## config.mk

```make
export PLATFORM = sky130hd
export DESIGN_NAME = fc_sequencer
export DESIGN_NICKNAME = d
export VERILOG_FILES = /design/src/rtl/fc_sequencer.sv
export SDC_FILE = /design/constraint.sdc
export NUM_CORES = 1
export LEC_CHECK = 0
export BUFFER_PORTS_ARGS = -buffer_cell sky130_fd_sc_hd__buf_2
export CAP_MARGIN = 20
export CORE_ASPECT_RATIO = 0.5
export CORE_UTILIZATION = 35
export CTS_BUF_LIST = sky130_fd_sc_hd__clkbuf_4
export CTS_CLUSTER_DIAMETER = 40
export DETAILED_ROUTE_END_ITERATION = 8
export GPL_ROUTABILITY_DRIVEN = 0
export SYNTH_ARGS = -nofsm -noshare
export SYNTH_HDL_FRONTEND = slang
export SYNTH_SLANG_ARGS = --single-unit
```

## constraint.sdc

```tcl
create_clock -name clk_i -period 26.7 [get_ports clk_i]
set_input_delay 1.335 -clock clk_i [delete_from_list [all_inputs] [get_ports clk_i]]
set_output_delay 1.335 -clock clk_i [all_outputs]
set_load 0.02 [all_outputs]
```

## src/rtl/fc_sequencer.sv

```systemverilog
// fc_sequencer: fully-connected layer Z[j] = sat(sum_i W[j][i]*X[i] + B[j]) computed with one shared MAC.
module fc_sequencer #(
  parameter int WORD_SIZE = 16,
  parameter int IP_LAYER_SIZE = 10,
  parameter int OP_LAYER_SIZE = 5,
  parameter int FRAC_BITS = 8,
  localparam int AW = (OP_LAYER_SIZE * IP_LAYER_SIZE > 1) ? $clog2(OP_LAYER_SIZE * IP_LAYER_SIZE) : 1,
  localparam int BW = (OP_LAYER_SIZE > 1) ? $clog2(OP_LAYER_SIZE) : 1
) (
  input  logic                 clk_i,
  input  logic                 reset_i,
  input  logic                 start_i,
  output logic                 busy_o,
  output logic                 done_o,
  input  logic                 x_valid_i,
  output logic                 x_ready_o,
  input  logic [WORD_SIZE-1:0] x_data_i,
  output logic                 w_en_o,
  output logic [AW-1:0]        w_addr_o,
  input  logic [WORD_SIZE-1:0] w_data_i,
  output logic                 b_en_o,
  output logic [BW-1:0]        b_addr_o,
  input  logic [WORD_SIZE-1:0] b_data_i,
  output logic                 z_valid_o,
  input  logic                 z_ready_i,
  output logic [WORD_SIZE-1:0] z_data_o,
  output logic [BW-1:0]        z_index_o
);
  localparam int IW = $clog2(IP_LAYER_SIZE + 1);
  localparam int ACC_W = 2 * WORD_SIZE + $clog2(IP_LAYER_SIZE) + 1;
  localparam logic [IW-1:0] I_END = IW'(IP_LAYER_SIZE);
  localparam logic [IW-1:0] I_LAST = IW'(IP_LAYER_SIZE - 1);
  localparam logic [BW-1:0] J_LAST = BW'(OP_LAYER_SIZE - 1);
  localparam logic signed [ACC_W-1:0] Z_MAX = ACC_W'((64'sd1 <<< (WORD_SIZE - 1)) - 64'sd1);
  localparam logic signed [ACC_W-1:0] Z_MIN = -Z_MAX - ACC_W'(1);

  typedef enum logic [2:0] {IDLE, LOAD_X, MAC, OUT, DONE} state_t;

  state_t state_q, state_d;
  logic signed [WORD_SIZE-1:0] x_buf [IP_LAYER_SIZE];
  logic [IW-1:0] i_q, i_d, im1;
  logic [BW-1:0] j_q, j_d;
  logic signed [ACC_W-1:0] acc_q, acc_d, sum, shd;
  logic signed [WORD_SIZE-1:0] bias_q, bias_d, z_q, z_d;
  logic signed [2*WORD_SIZE-1:0] prod;
  logic x_we;

  assign im1 = i_q - IW'(1);
  assign prod = x_buf[im1] * $signed(w_data_i);

  always_comb begin
    state_d = state_q;
    i_d = i_q;
    j_d = j_q;
    acc_d = acc_q;
    bias_d = bias_q;
    x_we = 1'b0;
    case (state_q)
      IDLE: if (start_i) begin
        state_d = LOAD_X;
        i_d = '0;
        j_d = '0;
      end
      LOAD_X: if (x_valid_i) begin
        x_we = 1'b1;
        i_d = (i_q == I_LAST) ? '0 : i_q + IW'(1);
        state_d = (i_q == I_LAST) ? MAC : LOAD_X;
      end
      MAC: begin
        acc_d = (i_q == '0) ? '0 : acc_q + ACC_W'(prod);
        bias_d = (i_q == IW'(1)) ? $signed(b_data_i) : bias_q;
        i_d = (i_q == I_END) ? i_q : i_q + IW'(1);
        state_d = (i_q == I_END) ? OUT : MAC;
      end
      OUT: if (z_ready_i) begin
        i_d = '0;
        j_d = (j_q == J_LAST) ? j_q : j_q + BW'(1);
        state_d = (j_q == J_LAST) ? DONE : MAC;
      end
      DONE: state_d = IDLE;
      default: state_d = IDLE;
    endcase
    // bias_d already holds b_data on the final cycle when IP_LAYER_SIZE is 1
    sum = acc_d + (ACC_W'(bias_d) <<< FRAC_BITS);
    shd = sum >>> FRAC_BITS;
    z_d = (state_q != MAC || i_q != I_END) ? z_q :
          (shd > Z_MAX) ? WORD_SIZE'(Z_MAX) :
          (shd < Z_MIN) ? WORD_SIZE'(Z_MIN) : WORD_SIZE'(shd);
  end

  always_ff @(posedge clk_i) begin
    if (!reset_i) begin
      state_q <= IDLE;
      i_q <= '0;
      j_q <= '0;
      acc_q <= '0;
      bias_q <= '0;
      z_q <= '0;
    end else begin
      state_q <= state_d;
      i_q <= i_d;
      j_q <= j_d;
      acc_q <= acc_d;
      bias_q <= bias_d;
      z_q <= z_d;
    end
  end

  always_ff @(posedge clk_i) if (x_we) x_buf[i_q] <= x_data_i;

  assign busy_o = state_q != IDLE;
  assign done_o = state_q == DONE;
  assign x_ready_o = state_q == LOAD_X;
  assign w_en_o = (state_q == MAC) && (i_q != I_END);
  assign w_addr_o = w_en_o ? AW'(j_q) * AW'(IP_LAYER_SIZE) + AW'(i_q) : '0;
  assign b_en_o = (state_q == MAC) && (i_q == '0);
  assign b_addr_o = b_en_o ? j_q : '0;
  assign z_valid_o = state_q == OUT;
  assign z_data_o = z_valid_o ? z_q : '0;
  assign z_index_o = z_valid_o ? j_q : '0;
endmodule

```

# Word-level counts from Yosys, hierarchy flattened
# Memory sizes are Yosys's and may differ from the RTL's.
# Cells that the tools add are included.
# totals
ram_bits	160
word_cells	74
n_memories	1
regBits	79
# op_classes
mux	31
eq_ne	15
magnitude_cmp	2
mul	2
add_sub_neg	6
n_reduce_logical	11
# mem_list
name	words	word_bits	rd	rd_clocked_by_memory_dff	wr	line_no	rtl
x_buf	10	16	1	0	1	40	logic signed [WORD_SIZE-1:0] x_buf [IP_LAYER_SIZE];
# ops
operator	count
$mux 16	5
$mux 37	2
$add 37x24->37	1
$add 37x37->37	1
$mul 16x16->32	1
$gt 29x16->1 const B	1
$lt 29x16->1 const B	1
$mux 3	9
$mux 4	5
$pmux 4 s4	1
$pmux 3 s4	1
$eq 4x4->1 const B	2
$ne 2x2->1 const B	4
$add 6x4->6	1
$eq 3x2->1 const B	2
$eq 3x3->1 const B	2
$mux 6	1
$pmux 3 s2	1
$mul 3x3->5 const B	1
$mux 1	5
$reduce_and 5->1	1
$add 4x1->4 const B	1
$eq 4x1->1 const B	1
$logic_not 4->1	1
15 further kinds	16

# Depth between registers and ports, before layout
# Gate-level depths: netlist of the first run.
# An unclocked memory read counts as a cell.
# depth
depth_word	10
ltp_mapped	59

# Least setup slack after synthesis of the first run
# Ideal clock, no wire load.
# synth_path
path_kind	register to register
start	register i_q[0]
end	register z_q[5]
setup_time_ns	0.116
period_less_slack_ns	12.781
slack_ns	13.919
path_stages_with_launch	54
arrival_ns	12.666
n_path_buf	7
path_cell_list	dfxtp_1 buf_1 clkbuf_1 buf_1 inv_1 ha_1 clkbuf_1 buf_1 mux4_2 mux2i_1 a21oi_1 clkbuf_1 nand2_1 fa_1 fa_1 fa_1 inv_1 ha_1 [... 18 more ...] a311oi_1 a31oi_1 xnor2_1 a22o_1 ha_1 a21oi_1 o21ai_1 or2_2 o22ai_1 o21ai_1 a2111oi_0 a21oi_1 xnor2_1 and4_4 o21ai_1 buf_2 a21oi_1 nor2_1
# synth_via
elab_chain_cells	10
elab_cells_between_ends	17
# synth_rtl
item	line_no	rtl
start, declared	41	logic [IW-1:0] i_q, i_d, im1;
start signal, assigned	101	i_q <= i_d;
$sub 4x1->4	48	assign im1 = i_q - IW'(1);
$mem_v2 10x16	n/a	
$mul 16x16->32	49	assign prod = x_buf[im1] * $signed(w_data_i);
$add 37x37->37	70	acc_d = (i_q == '0) ? '0 : acc_q + ACC_W'(prod);
$mux 37 *	70	
$mux 37 *	58	case (state_q)
named net acc_d[29]	43	logic signed [ACC_W-1:0] acc_q, acc_d, sum, shd;
$add 37x24->37 *	84	sum = acc_d + (ACC_W'(bias_d) <<< FRAC_BITS);
$lt 29x16->1	88	(shd < Z_MIN) ? WORD_SIZE'(Z_MIN) : WORD_SIZE'(shd);
$mux 16	88	
$mux 16 *	87	(shd > Z_MAX) ? WORD_SIZE'(Z_MAX) :
end signal, assigned	105	z_q <= z_d;
end, declared	44	logic signed [WORD_SIZE-1:0] bias_q, bias_d, z_q, z_d;
# The timed path passes the listed nets; every way through them passes the cells marked *.
# A chain may end at the register's enable or synchronous reset.

# Final worst setup path of the first run
# layout_path
start	register i_q[1]
end	register z_q[0]
# The elaborated chain is that of the path after synthesis.

==> summary.txt, run 1 <==
Synthesis
  • Post-Syn Instances: 2211
  • Top-area cell type share of the netlist area: around a quarter
  • Syn Area/Cell: 10.2 µm²
  • Post-Synthesis Cell Area: 22500 µm²
  • Post-synth top flop: edfxtp_1
  • Largest area contributor in the netlist: fa_1
  • Asr flop ratio synth: 0%
  • Register area share after synthesis: 28.4%
  • Post-synth EDFFs: 160
  • Post-synthesis net count: 2688
  • Yosys warns: 0
  • Synth cell types: 66
  • Top post-synthesis cells by area: fa_1 (24%), edfxtp_1 (21%), ha_1 (8.8%)
  • Seq cells post-synth: 239

Floorplan
  • Die Width: 361 µm
  • Core box area: 63300 µm²
  • Die area: 65400 µm²
  • Starting Density: 35.6%
  • Rows: 65
  • Num ports: 87
  • Die H: 181 µm

STA
  • Final setup viols: 0
  • Final setup skew: 0.0677 ns
  • Worst setup margin: 13.30 ns
  • Worst slew pin tran: 1.11 ns
  • Hold Vio Cnt, Final: 0
  • Hold Slack: between 0.4 and 0.5 ns
  • TNS Setup: 0 ns
  • RSZ-0062 raised after global routing: false
  • Pins Over Slew Limit: 0
  • Crit share post-route: 50.2%
  • Slew headroom: roughly a quarter
  • Max Freq: roughly 0.075 GHz
  • Fin crit period: roughly 13 ns

Detailed routing
  • Drt drc: 0
  • Routed wire length: 52300 µm
  • Final antenna-violating net count: 0
  • Detailed-route via count: about 16000
  • DRT iter0 DRCs: between 900 and 1000
  • Vias per cell: 4.92
  • Drt wl/cell: 16.3 µm
  • 1st-pass router iterations: 7

CTS
  • Worst-skew pair later-pin latency: a little under 0.7 ns
  • CTS Root Cell: clkbuf_4
  • Num CTS Buffers: 68
  • CTS tree: done
  • Clock Sinks: 239
  • Longest Clk Path Bufs: 3
  • Worst-path clk slew: around 0.06 ns
  • Post CTS Setup Buffer Count: 0
  • CTS H-tree depth: 3
  • Hold Buf Count CTS: 0
  • Post-cts resize count: 0

Setup path
  • Worst Setup Start Kind: flop
  • CP required: 27.26 ns
  • Critical Path Fanout Max: 21
  • CP Capture Type: flop
  • Most used cell along the critical path: inv_1
  • Crit path max-delay cell type: o21ai_1
  • Crit path DAT: 13.97 ns
  • Max stage delay on crit path: 0.72 ns
  • Crit Path Class: reg2reg

Cells and area
  • Fraction of layout cells with a size suffix above 1: 12.3%
  • Core Util, Final: 39.2%
  • Layout area overhead: 10.2%
  • Final net count: approximately 2800
  • # fillers: 6272

Min path
  • Hold WC Path Type: reg2reg

Global route
  • Overflow after GRT: 0
  • Initial antenna violation count: 2
  • Tot GR Track Use: around 17%
  • First-pass GRT wire length: a little under 90000 µm
  • Largest net degree at the start of global routing: 70
  • Number of global-route vias before repair: approximately 16000

Placed design
  • Port Buffers: 86
  • Dpl ws: 13.33 ns
  • Dpl hpwl: 39600 µm

Run status
  • Status: finished clean

Job
  • Max-cap violations: 0
## sequential cells by signal, summed over array words and instances (netlist names)
register,cells
x_buf,160
acc_q,37
bias_q,16
z_q,16
i_q,4
j_q,3
state_q,3
## synth_stat cells (7+ instances only)
| cell type | count |
|---|---|
| a31oi_1 | 9 |
| nor3_1 | 18 |
| o21bai_1 | 13 |
| a211oi_1 | 23 |
| edfxtp_1 | 160 |
| ha_1 | 159 |
| nand2_1 | 197 |
| dfxtp_1 | 79 |
| o21a_1 | 12 |
| mux2i_1 | 17 |
| inv_1 | 360 |
| mux4_2 | 32 |
| buf_1 | 7 |
| nor2_1 | 95 |
| fa_1 | 265 |
| and3_1 | 9 |
| or2_2 | 9 |
| o21ai_0 | 73 |
| and2_1 | 176 |
| clkbuf_1 | 63 |
| xnor2_1 | 71 |
| or3_1 | 7 |
| nand2b_1 | 7 |
| mux2_2 | 15 |
| nor2b_1 | 28 |
| nand3_1 | 18 |
| nand4_1 | 11 |
| a21oi_1 | 115 |
| o31ai_1 | 8 |
| a21o_1 | 46 |
| xor2_1 | 32 |
| a22oi_1 | 7 |
## layout by cell type (no fill, tap or decap), types with 73 or more instances in the layout
master	n
nand2_1	197
edfxtp_1	160
inv_1	360
clkbuf_4	93
ha_1	158
a21oi_1	115
o21ai_0	73
and2_1	176
fa_1	265
nor2_1	94
dfxtp_1	78
buf_2	86
## critical path: cells and delay by family, from the launching register on
kind / cells / cell delay (ns)
compound gates: 18 / 4.34
buf+inv: 9 / 1.14
mux: 2 / 0.70
fa+ha+maj: 10 / 4.10
xor+xnor: 3 / 0.52
simple gates: 8 / 2.02
flops: 1 / 0.44
## through the flow
stage	instance area [µm²]	cells
2_1_floorplan	22500	2211
3_3_place_gp	23900	3089
3_5_place_dp	23900	3090
4_1_cts	24700	3201
5_1_grt	24800	3204
6_report	24800	3204
## layout make-up
type                            count  area, µm²  share of cell area, %
Tap cell                          837       1050                   4.23
Clock inverter                     18        111                  0.449
Inverter                          360       1350                   5.45
Multi-Input combinational cell   1540      14500                   58.5
Timing Repair Buffer              115        672                   2.71
Clock buffer                       93        698                   2.82
Sequential cell                   239       6390                   25.8
Antenna cell                        2       5.00                 0.0202
## layer usage
metal	part of all wire (%)	wire length, µm	vias up	global-route usage (%)
met5	0	0	-	0
met4	1.6	839	0	3.85
met3	3.6	1880	66	2.05
met2	47	24700	272	27.0
met1	48	24900	7886	23.3
li1	-	-	7544	-
## path summary, 6_finish.rpt
kind	cells past startpoint	end	start	slack, ns
hold / removal	2	z_q[15]	z_q[15]	0.47
setup reg to reg	50	z_q[0]	i_q[1]	13.30
hold reg to reg	2	z_q[15]	z_q[15]	0.47
setup / recovery	50	z_q[0]	i_q[1]	13.30
## cells by family (layout without fill, tap and decap cells)
logic type / count (synthesis) / in the layout / share of synthesized area (%)
AOI/OAI and AO/OA: 359 / 359 / 10.2
xor gates and xnor gates: 103 / 103 / 4.01
adders and majority gates: 424 / 424 / 32.4
buffers and inverters: 432 / 586 / 7.23
DFF: 239 / 239 / 28.4
muxes: 64 / 64 / 4.71
other: 0 / 2 / 0
and+or+nand+nor: 590 / 590 / 13.1
Power of run 1 is not shown: default switching activity piles up to over one toggle a cycle in this logic, so the estimate is an artifact.
==> run 2, diff against run 1 <==
--- a/config.mk
+++ b/config.mk
@@ -5,6 +5,7 @@
 export SDC_FILE = /design/constraint.sdc
 export NUM_CORES = 1
 export LEC_CHECK = 0
+export ABC_AREA = 1
 export BUFFER_PORTS_ARGS = -buffer_cell sky130_fd_sc_hd__buf_2
 export CAP_MARGIN = 20
 export CORE_ASPECT_RATIO = 0.5
==> constraint.sdc (replaced) <==
create_clock -name clk_i -period 13.4 [get_ports clk_i]
set_input_delay 0.67 -clock clk_i [delete_from_list [all_inputs] [get_ports clk_i]]
set_output_delay 0.67 -clock clk_i [all_outputs]
set_load 0.02 [all_outputs]
==> run 2 against run 1 <==
Count of clock-buffer cells in the layout decreased by 10; sequential share of layout area decreased by 1.6 points; critical path depth increased by 1; wire length increased by 28%; maximum frequency increased by 6.3%; utilization decreased by 0.087 points; critical path type unchanged; via count increased by 28%; critical endpoint unchanged; first-iteration DRC count increased by 80%; non-clock buffer count decreased by 3.
==> summary.txt, run 2 <==
Run status
  • Status: finished clean

Setup path
  • Max stage delay on crit path: 0.63 ns
  • Crit. Startpoint: i_q[1]
  • Worst Setup Start Kind: flop
  • Reg2reg path depth: 51
  • Crit path max-delay cell type: a2111oi_0
  • Termination of the worst setup path: z_q[0]
  • Buffers and inverters on the worst path: 8
  • CP top delay family: adder cells
  • Crit path DAT: about 13 ns
  • Reg2Reg Setup Slack: 0.79 ns
  • Crit Path Class: reg2reg
  • CP required: between 10 and 15 ns
  • CP Depth: 51
  • Most used cell along the critical path: nand2_1
  • Worst r2r dst: z_q[0]
  • Critical Path Fanout Max: 17
  • Reg-to-reg critical path startpoint: i_q[1]
  • CP Capture Type: flop

Synthesis
  • Yosys warns: 0
  • Compound-gate portion of the synthesized area: 10.8%
  • Post-synth top flop: edfxtp_1
  • Post-synthesis mux area share: 0%
  • Main combinational cell family by area after synthesis: adder cells
  • Seq cells post-synth: 239
  • Post-Syn Instances: 3008
  • Post-synthesis adder-cell area fraction: 30.3%
  • Synth Area in Simple Gates: approximately a fifth
  • Top-area cell type share of the netlist area: between 20% and 30%
  • Post-Synthesis Cell Area: 24100 µm²
  • Cell with the most instances after synthesis: nand2_1
  • Post-synthesis net count: 3485
  • Syn Area/Cell: about 8 µm²
  • Commonest cells post-synth: nand2_1 (681), inv_1 (567), nor2_1 (333), fa_1 (265), a21oi_1 (187)
  • Top post-synthesis cells by area: fa_1 (22%), edfxtp_1 (20%), nand2_1 (11%)
  • Post-synth EDFFs: 160
  • Synth cell types: 51
  • Xor/xnor share of the synthesized area: between 1 and 1.5%
  • Register area share after synthesis: 26.5%
  • Asr flop ratio synth: 0%
  • Largest area contributor in the netlist: fa_1

Global route
  • Initial antenna violation count: 1
  • Met1 usage: 28.6%
  • First-pass GRT wire length: between 100000 and 150000 µm
  • Largest net degree at the start of global routing: 83
  • Met2 Use GR: 29.1%
  • Overflow after GRT: 0
  • GRT Max-Usage Layer: met2
  • Grt met3 use: 3.63%
  • Tot GR Track Use: 19.4%
  • Number of global-route vias before repair: 19900

Cells and area
  • Layout area overhead: 9.46%
  • Commonest cells after routing, fill and taps aside: nand2_1 (681), inv_1 (565), nor2_1 (330)
  • Final net count: 3584
  • Fraction of layout cells with a size suffix above 1: approximately 9.6%
  • Max reg flops: 160
  • Leading cell type in the layout, fill and taps excluded: nand2_1
  • Top reg by flops: x_buf
  • Leading registers by flop count: x_buf: 160 flops, acc_q: 37 flops
  • Core Util, Final: 39.1%
  • # fillers: 6917

Placed design
  • Dpl ws: between 0.7 and 0.8 ns
  • Dpl hpwl: 52700 µm
  • Port Buffers: 86

CTS
  • Worst-skew pair later-pin latency: 0.82 ns
  • Clock Sinks: ~240
  • Hold Buf Count CTS: 0
  • Post-cts resize count: 0
  • CTS Root Cell: clkbuf_4
  • Longest Clk Path Bufs: 3
  • Worst-path clk slew: 0.08 ns
  • CTS tree: done
  • Num CTS Buffers: slightly below 60
  • Post CTS Setup Buffer Count: 0
  • CTS H-tree depth: 2

Floorplan
  • Core box area: around 67000 µm²
  • Die Width: approximately 370 µm
  • Starting Density: a little over a third
  • Die area: 70000 µm²
  • Die H: 188 µm
  • Rows: 67
  • Num ports: 87

Min path
  • Hold WC Path Type: in2reg

STA
  • TNS Setup: 0 ns
  • Worst slew pin tran: 0.935 ns
  • Final setup viols: 0
  • Hold Vio Cnt, Final: 0
  • Final setup skew: 0.0603 ns
  • Crit share post-route: 94.1%
  • RSZ-0062 raised after global routing: false
  • Hold Slack: 0.164 ns
  • Max Freq: 0.0793 GHz
  • Pins Over Slew Limit: 0
  • Slew headroom: between 30 and 40%
  • Fin crit period: around 13 ns
  • Worst setup margin: approximately 0.8 ns

Detailed routing
  • Vias per cell: 4.96
  • Detailed-route via count: approximately 20000
  • 1st-pass router iterations: 6
  • DRT iter0 DRCs: 1680
  • Final antenna-violating net count: 0
  • Drt wl/cell: 16.5 µm
  • Routed wire length: 66700 µm
  • Drt drc: 0

Job
  • Max-cap violations: 0
[run 2: cell types whose count changed after synthesis, moves of 18 or more]
cell and delta:
a21oi_1 +72, a21o_1 -37, nor2b_1 -28, o21ai_0 +40, mux4_2 -32, xnor2_1 -56, inv_1 +207, nand2_1 +484
nand2_2 +20, a211oi_1 -18, nand3_1 +74, and2_1 -176, nor2_1 +238, a21boi_0 +23
[run 2: worst min-delay path by stage]
stage | from | endpoint | slack [ns] | cells past startpoint
floorplan | z_q[0] | z_q[0] | 0.45 | 2
global placement | acc_q[6] | acc_q[6] | 0.46 | 2
detailed placement | z_q[15] | z_q[15] | 0.46 | 2
CTS | x_data_i[3] | x_buf[1][3] | 0.10 | 1
global route | x_data_i[12] | x_buf[2][12] | 0.11 | 1
finish | x_data_i[4] | x_buf[5][4] | 0.16 | 1
[run 2: through the flow]
step,instance area (µm²),cells
after global routing,26400,4052
final,26400,4052
after CTS,26400,4051
after global placement,25600,3942
after floorplan,24100,3008
after detailed placement,25600,3943
[run 2: routing by layer]
metal / vias to the layer above / share of wire (%)
li1: 9733 / -
met1: 9604 / 47
met2: 669 / 43
met3: 102 / 7.5
met4: 0 / 2.1
met5: - / 0
[run 2: final cells by class]
class	count	area (µm²)	share of cell area [%]
Timing Repair Buffer	112	633	2.40
Multi-Input combinational cell	2109	15200	57.8
Antenna cell	1	2.50	0.00949
Inverter	586	2210	8.37
Tap cell	897	1120	4.26
Clock buffer	83	623	2.36
Sequential cell	239	6390	24.2
Clock inverter	25	161	0.612
[run 2: cell families after synthesis]
kind of cell / after synthesis
and+or+nand+nor: 1205
DFF: 239
adders and majority gates: 424
buffers and inverters: 660
xor gates and xnor gates: 40
AOI/OAI and AO/OA: 440
Power of run 2 is left out for the same reason.
